[src/rtl/ppu_pkg.sv]
// Shared types for the PPU issue front end: operation codes, sequencer states and
// the result-metadata entry that travels from issue to the output FIFO.
package ppu_pkg;

    localparam int SEQ_TAG_W = 4;

    typedef enum logic [2:0] {
        OP_ADD = 3'd0,
        OP_SUB = 3'd1,
        OP_MUL = 3'd2,
        OP_DIV = 3'd3,
        OP_FMA = 3'd4,
        OP_CMP = 3'd5
    } operation_e;

    typedef enum logic [1:0] {
        IDLE     = 2'd0,
        PIPE     = 2'd1,
        DIV_WAIT = 2'd2
    } seq_state_e;

    typedef struct packed {
        logic [SEQ_TAG_W-1:0] tag;
        operation_e           op;
        logic                 sign;
    } seq_entry_t;

    // Additive ops keep the sign of operand 1; everything else combines both signs.
    function automatic logic result_sign(operation_e op, logic sign1, logic sign2);
        return (op inside {OP_ADD, OP_SUB}) ? sign1 : (sign1 ^ sign2);
    endfunction

endpackage

[src/rtl/ppu_result_fifo.sv]
// Circular result-metadata FIFO with a register-array head and an occupancy count
// that the sequencer uses for credit-based issue.
module ppu_result_fifo
    import ppu_pkg::*;
#(
    parameter int DEPTH = 4
) (
    input  logic                   clk_i,
    input  logic                   rst_i,
    input  logic                   push_i,
    input  seq_entry_t             push_data_i,
    input  logic                   pop_i,
    output logic                   head_valid_o,
    output seq_entry_t             head_o,
    output logic [$clog2(DEPTH):0] count_o
);

    localparam int PTR_W = $clog2(DEPTH);
    localparam int CNT_W = PTR_W + 1;

    seq_entry_t       mem_q [DEPTH];
    logic [PTR_W-1:0] wr_ptr_q, rd_ptr_q;
    logic [CNT_W-1:0] count_q, count_d;

    always_comb begin
        count_d = count_q;
        unique case ({push_i, pop_i})
            2'b10:   count_d = count_q + CNT_W'(1);
            2'b01:   count_d = count_q - CNT_W'(1);
            default: count_d = count_q;
        endcase
    end

    // NOTE: state registers use non-blocking assignment so every flop samples
    // pre-edge values regardless of block ordering in simulation.
    always_ff @(posedge clk_i) begin
        if (rst_i) begin
            wr_ptr_q <= '0;
            rd_ptr_q <= '0;
            count_q  <= '0;
        end else begin
            if (push_i) wr_ptr_q <= wr_ptr_q + PTR_W'(1);
            if (pop_i)  rd_ptr_q <= rd_ptr_q + PTR_W'(1);
            count_q <= count_d;
        end
    end

    // NOTE: the storage array has no reset; count_q alone decides which slots are live.
    always_ff @(posedge clk_i) begin
        if (push_i) mem_q[wr_ptr_q] <= push_data_i;
    end

    assign head_valid_o = (count_q != '0);
    assign head_o       = mem_q[rd_ptr_q];
    assign count_o      = count_q;

    a_no_overflow: assert property (@(posedge clk_i) disable iff (rst_i)
        push_i |-> (count_q != CNT_W'(DEPTH)))
        else $error("push into full result FIFO");

endmodule

[src/rtl/ppu_op_sequencer.sv]
// Issue controller for the PPU arithmetic core: steers ops to the fixed-latency
// datapath or the iterative divider and retires their metadata in order.
module ppu_op_sequencer
    import ppu_pkg::*;
#(
    parameter int PIPE_LAT  = 1,
    parameter int OUT_DEPTH = 4,
    parameter int TAG_W     = SEQ_TAG_W
) (
    input  logic             clk_i,
    input  logic             rst_i,
    input  logic             in_valid_i,
    output logic             in_ready_o,
    input  operation_e       in_op_i,
    input  logic [TAG_W-1:0] in_tag_i,
    input  logic             in_sign1_i,
    input  logic             in_sign2_i,
    output logic             dp_issue_o,
    output operation_e       dp_op_o,
    output logic             div_start_o,
    input  logic             div_done_i,
    output logic             out_valid_o,
    input  logic             out_ready_i,
    output logic [TAG_W-1:0] out_tag_o,
    output operation_e       out_op_o,
    output logic             out_sign_o,
    output logic             busy_o
);

    localparam int CNT_W = $clog2(OUT_DEPTH) + 1;
    localparam int SUM_W = $clog2(OUT_DEPTH + PIPE_LAT + 1) + 1;

    seq_state_e          state_q, state_d;
    seq_entry_t          pipe_q [PIPE_LAT];
    logic [PIPE_LAT-1:0] pipe_vld_q;
    seq_entry_t          div_entry_q;
    seq_entry_t          in_entry, push_entry, head_entry;
    logic [CNT_W-1:0]    fifo_count;
    logic [SUM_W-1:0]    pipe_inflight, occupancy;
    logic                is_div, div_wait, credits_ok, accept, fifo_push, fifo_pop;

    always_comb begin
        pipe_inflight = '0;
        for (int i = 0; i < PIPE_LAT; i++) begin
            pipe_inflight = pipe_inflight + SUM_W'(pipe_vld_q[i]);
        end
    end

    // Every accepted op holds one credit from issue until its FIFO entry is popped.
    assign occupancy  = pipe_inflight + SUM_W'(div_wait) + SUM_W'(fifo_count);
    assign credits_ok = (occupancy < SUM_W'(OUT_DEPTH));
    assign is_div     = (in_op_i == OP_DIV);
    assign div_wait   = (state_q == DIV_WAIT);

    // A DIV must not overtake pipelined ops, so it waits for the pipe to drain.
    assign in_ready_o  = !rst_i && credits_ok && !div_wait && !(is_div && pipe_inflight != '0);
    assign accept      = in_valid_i && in_ready_o;
    assign dp_issue_o  = accept && !is_div;
    assign div_start_o = accept && is_div;
    assign dp_op_o     = in_op_i;

    assign in_entry = '{tag: in_tag_i, op: in_op_i, sign: result_sign(in_op_i, in_sign1_i, in_sign2_i)};

    always_ff @(posedge clk_i) begin
        if (rst_i) begin
            pipe_vld_q <= '0;
        end else begin
            pipe_vld_q[0] <= dp_issue_o;
            for (int i = 1; i < PIPE_LAT; i++) begin
                pipe_vld_q[i] <= pipe_vld_q[i-1];
            end
        end
    end

    always_ff @(posedge clk_i) begin
        pipe_q[0] <= in_entry;
        for (int i = 1; i < PIPE_LAT; i++) begin
            pipe_q[i] <= pipe_q[i-1];
        end
        if (div_start_o) div_entry_q <= in_entry;
    end

    // Pipe and divider completions never coincide: a DIV only issues into an empty pipe.
    assign fifo_push  = pipe_vld_q[PIPE_LAT-1] || (div_wait && div_done_i);
    assign push_entry = pipe_vld_q[PIPE_LAT-1] ? pipe_q[PIPE_LAT-1] : div_entry_q;
    assign fifo_pop   = out_valid_o && out_ready_i;

    ppu_result_fifo #(
        .DEPTH (OUT_DEPTH)
    ) u_result_fifo (
        .clk_i        (clk_i),
        .rst_i        (rst_i),
        .push_i       (fifo_push),
        .push_data_i  (push_entry),
        .pop_i        (fifo_pop),
        .head_valid_o (out_valid_o),
        .head_o       (head_entry),
        .count_o      (fifo_count)
    );

    assign out_tag_o  = head_entry.tag;
    assign out_op_o   = head_entry.op;
    assign out_sign_o = head_entry.sign;
    assign busy_o     = (pipe_inflight != '0) || div_wait || (fifo_count != '0);

    always_ff @(posedge clk_i) begin
        if (rst_i) state_q <= IDLE;
        else       state_q <= state_d;
    end

    // NOTE: state_d gets a default before the case so no path leaves it unassigned,
    // which would otherwise infer a latch.
    always_comb begin
        state_d = state_q;
        unique case (state_q)
            IDLE: begin
                if (accept) state_d = is_div ? DIV_WAIT : PIPE;
            end
            PIPE: begin
                if (accept)                   state_d = is_div ? DIV_WAIT : PIPE;
                else if (pipe_inflight == '0) state_d = IDLE;
            end
            DIV_WAIT: begin
                if (div_done_i) state_d = IDLE;
            end
            default: state_d = IDLE;
        endcase
    end

    a_done_in_wait: assert property (@(posedge clk_i) disable iff (rst_i)
        div_done_i |-> div_wait)
        else $error("div_done_i outside DIV_WAIT is ignored");

endmodule
[config.mk]
export PLATFORM = sky130hd
export DESIGN_NAME = ppu_op_sequencer
export DESIGN_NICKNAME = d
export VERILOG_FILES = /design/src/rtl/ppu_pkg.sv /design/src/rtl/ppu_result_fifo.sv /design/src/rtl/ppu_op_sequencer.sv
export SDC_FILE = /design/constraint.sdc
export NUM_CORES = 1
export LEC_CHECK = 0
export CAP_MARGIN = 20
export CORE_MARGIN = 1.5
export CORE_UTILIZATION = 61
export CTS_BUF_LIST = sky130_fd_sc_hd__clkbuf_8
export DETAILED_ROUTE_END_ITERATION = 16
export PLACE_DENSITY = 0.87
export SLEW_MARGIN = 20
export SYNTH_ARGS = -nofsm -noshare
export SYNTH_HDL_FRONTEND = slang
export SYNTH_SLANG_ARGS = --single-unit
export TNS_END_PERCENT = 20
[constraint.sdc]
create_clock -name clk_i -period 6 [get_ports clk_i]
set_input_delay 0.6 -clock clk_i [delete_from_list [all_inputs] [get_ports clk_i]]
set_output_delay 0.6 -clock clk_i [all_outputs]
set_load 0.005 [all_outputs]
==> impl_results.md <==
- Status: completed
- Delay of the slowest cell on the worst path: 640 ps
- Clk_lat worst skew: 320 ps
- ANT cells: 0
- Port bufs: 29
- PnR worst setup slack: 2732 ps
- GRT Overall Usage: 21.53%
- Hold Path Sink: state_q[0]$_SDFFE_PP0P_
- Clock-pin slew on the worst setup and hold paths: about 60 ps
- Starting Density: 63.74%
- Post-CTS Setup Inserts: 0
- Post-route DRC: 0
- R2r startpoint: pipe_vld_q$_SDFF_PP0_
- Post-synthesis sequential area ratio: 68.63%
- Final Cycle Share: 54.46%
- Slew Viols, Final: 0
- WP data arrival: ~2700 ps
- WL final: 3.734 mm
- Die footprint: 0.004206 mm2
- Cell Pwr Density: 357.1 mW/mm2
- Syn_nets: 163
- Required time of the critical path: 5400 ps
- RSZ-0062 raised after global routing: false
- Post-CTS sizing: 0
- Mean Syn Cell Area: 16.43 um2
- Net switching power: 0.2497 mW
- Endpoint type of the worst setup path: primary output
- Share of the synthesized area in the top cell type: 51.47%
- Sw Share: roughly a quarter
- Cts hold-fix bufs: 0
- Critical Path Most Common Cell: clkdlybuf4s50_1
- Post-DP Area: roughly 0.0027 mm2
- Synth Register Bits: 60
- H-tree Lvls: 3
- Crit path cell chain: clkdlybuf4s50_1 > a211oi_2 > nand3_1 > nor3_1 > buf_4 > clkdlybuf4s50_1
- Internal: 0.7512 mW
- Endpoints failing hold: 0
- Hold path start: state_q[1]$_SDFFE_PP0P_
- Iter 0 DRT Violations: 46
- First-pass GRT wire length: 6.348 mm
- GP Congestion: ~0.75
- Combinational Power Share: 21.4%
- Synth Cell Area: 0.002333 mm2
- Die Span Y: 64.85 um
- Worst Skew: 4.060 ps
- Slowest cell on crit path: clkdlybuf4s50_1
- Cells after Synth: between 100 and 150
- Design Area, Final: 0.002803 mm2
- Hold crit path type: reg2reg
- Per-cell routed wire length: 16.31 um
- CTS Buffer Depth: 2
- CTS tree: done
- Max_cap viols: 0
- Leakage: 0.9845 nW
- Largest net degree at the start of global routing: 16
- Fmax: roughly 300 MHz
- Vias: around 1200
- Relative slew slack: about 46%
- WS Path Type: in2out
- Power share of the sequential group: 51.2%
- Vias in the first global route: 1321
- DP HPWL: 2.564 mm
- Die width: 64.85 um
- R2R cell count: 7
- Core region area: 0.003661 mm2
- Routed vias/inst: about 5.3
- Num Clock Sinks: 60
- Clock Power Share: between 20% and 30%
- Cts bufs inserted: 9
- Fill cells: 203
- Crit start category: input pin
- WHS Path Cells: 1
- Fraction of layout cells with a size suffix above 1: 17.68%
- Setup violations, final: 0
- Final #Nets: 197
- Drt pass-1 iters: 4
- Most common cell after layout, fill and taps aside: edfxtp_1
- Peak supply drop: between 0.0002 and 0.0003 V
- CP max FO: 14
- Worst-margin pin slew: 804.3 ps
- Post-route ant nets: 0
- Commonest cells after routing, fill and taps aside: 40 x edfxtp_1, 29 x clkdlybuf4s50_1, 20 x dfxtp_1
- Synth-to-Final Area Change: 20.11%
- Top cells by area, synth: edfxtp_1 51%, dfxtp_1 17%, mux4_2 7.7%
- Crit Reg-Reg Endpoint: u_result_fifo.count_o[2]$_SDFFE_PP0P_
- Std-Cell Rows: 22
- Area leader, netlist: edfxtp_1
- Reg2reg setup slack: 3800 ps
- Initial antenna violation count: 0
- YS warnings: 0
- Final Critical Period: about 3300 ps
- Worst slack, placed: ~2800 ps
- Final setup TNS: 0 ps
- Total grt overflow: 0
- Count of cell types in the netlist: 33
- I/O Pins: 30
- Clk root buf: clkbuf_8
==> cells by family after synthesis <==
family,share of synthesized area [%]
buffers and inverters,2.681
multiplexers,12.49
flip-flops,68.63
AND/OR/NAND/NOR,6.541
AO/OA/AOI/OAI,3.700
XOR/XNOR,1.877
adder cells (fa/ha/maj),4.075
==> how the worst max path moves through the flow <==
stage                     startpoint     endpoint  slack, ps  cells past startpoint
final                          rst_i  div_start_o       2730                      6
after global routing           rst_i  div_start_o       2580                      6
after CTS                      rst_i  div_start_o       2760                      6
after detailed placement       rst_i  div_start_o       2750                      6
after global placement         rst_i  div_start_o       2850                      6
after floorplan                rst_i  div_start_o       3740                      3
==> cell type report <==
type | count | area [um2] | share of cell area [%]
Inverter | 6 | 22.52 | 0.8036
Timing Repair Buffer | 30 | 297.8 | 10.63
Clock inverter | 7 | 27.53 | 0.9821
Clock buffer | 9 | 123.9 | 4.420
Tap cell | 48 | 60.06 | 2.143
Multi-Input combinational cell | 69 | 669.4 | 23.88
Sequential cell | 60 | 1602 | 57.14
==> sequential cells by signal, summed over array words and instances (netlist names), named ones only <==
register                count
u_result_fifo.count_o       3
div_entry_q                 8
u_result_fifo.wr_ptr_q      2
state_q                     2
pipe_q                      8
u_result_fifo.rd_ptr_q      2
u_result_fifo.mem_q        32
pipe_vld_q                  1
==> cell usage after synthesis <==
master	n
buf_2	2
a21oi_1	3
nor2_1	11
and3b_1	1
xor2_1	4
a211oi_2	1
inv_1	6
and2b_4	1
nand2b_1	3
nor2b_1	4
mux2i_1	1
edfxtp_1	40
mux2_2	9
fa_1	1
nand3b_1	1
nor3_1	1
o21ai_0	2
nand3_1	1
or3_4	1
buf_1	1
a211oi_1	1
or3_1	2
a21oi_4	1
xnor2_1	1
dfxtp_1	20
o31ai_1	1
mux4_2	8
clkbuf_1	1
ha_1	6
buf_4	3
nand2_1	2
o311ai_0	1
o41ai_1	1
==> worst max-delay path, delay by kind of cell <==
| family | cells | cell delay (ps) |
|---|---|---|
| buf+inv | 3 | 1380 |
| compound gates | 1 | 370 |
| simple gates | 2 | 320 |
==> metal layers <==
layer | share of wire, % | track usage [%]
met5 | 0 | 0
met4 | 1.6 | 10.37
met1 | 42 | 24.76
met2 | 51 | 36.47
met3 | 4.8 | 6.771
==> power by group through the flow <==
stage / combinational, mW / clock, mW / sequential [mW]
after detailed placement: 0.214 / 0 / 0.523
after floorplan: 0.141 / 0 / 0.496
after global routing: 0.232 / 0.300 / 0.520
after global placement: 0.206 / 0 / 0.520
after CTS: 0.216 / 0.280 / 0.515
final: 0.215 / 0.274 / 0.512
==> per-stage QoR <==
stage | instances | utilization, % | total power, mW | hold WS (ps)
3_5_place_dp | 213 | 72.42 | 0.7367 | 452.8
5_1_grt | 229 | 76.55 | 1.053 | 491.2
6_report | 229 | 76.55 | 1.001 | 464.1
4_1_cts | 229 | 76.55 | 1.011 | 462.7
2_1_floorplan | 142 | - | 0.6374 | 424.9
3_3_place_gp | 213 | 72.42 | 0.7253 | 433.7
Note: power is estimated with default switching activity, not from simulation.
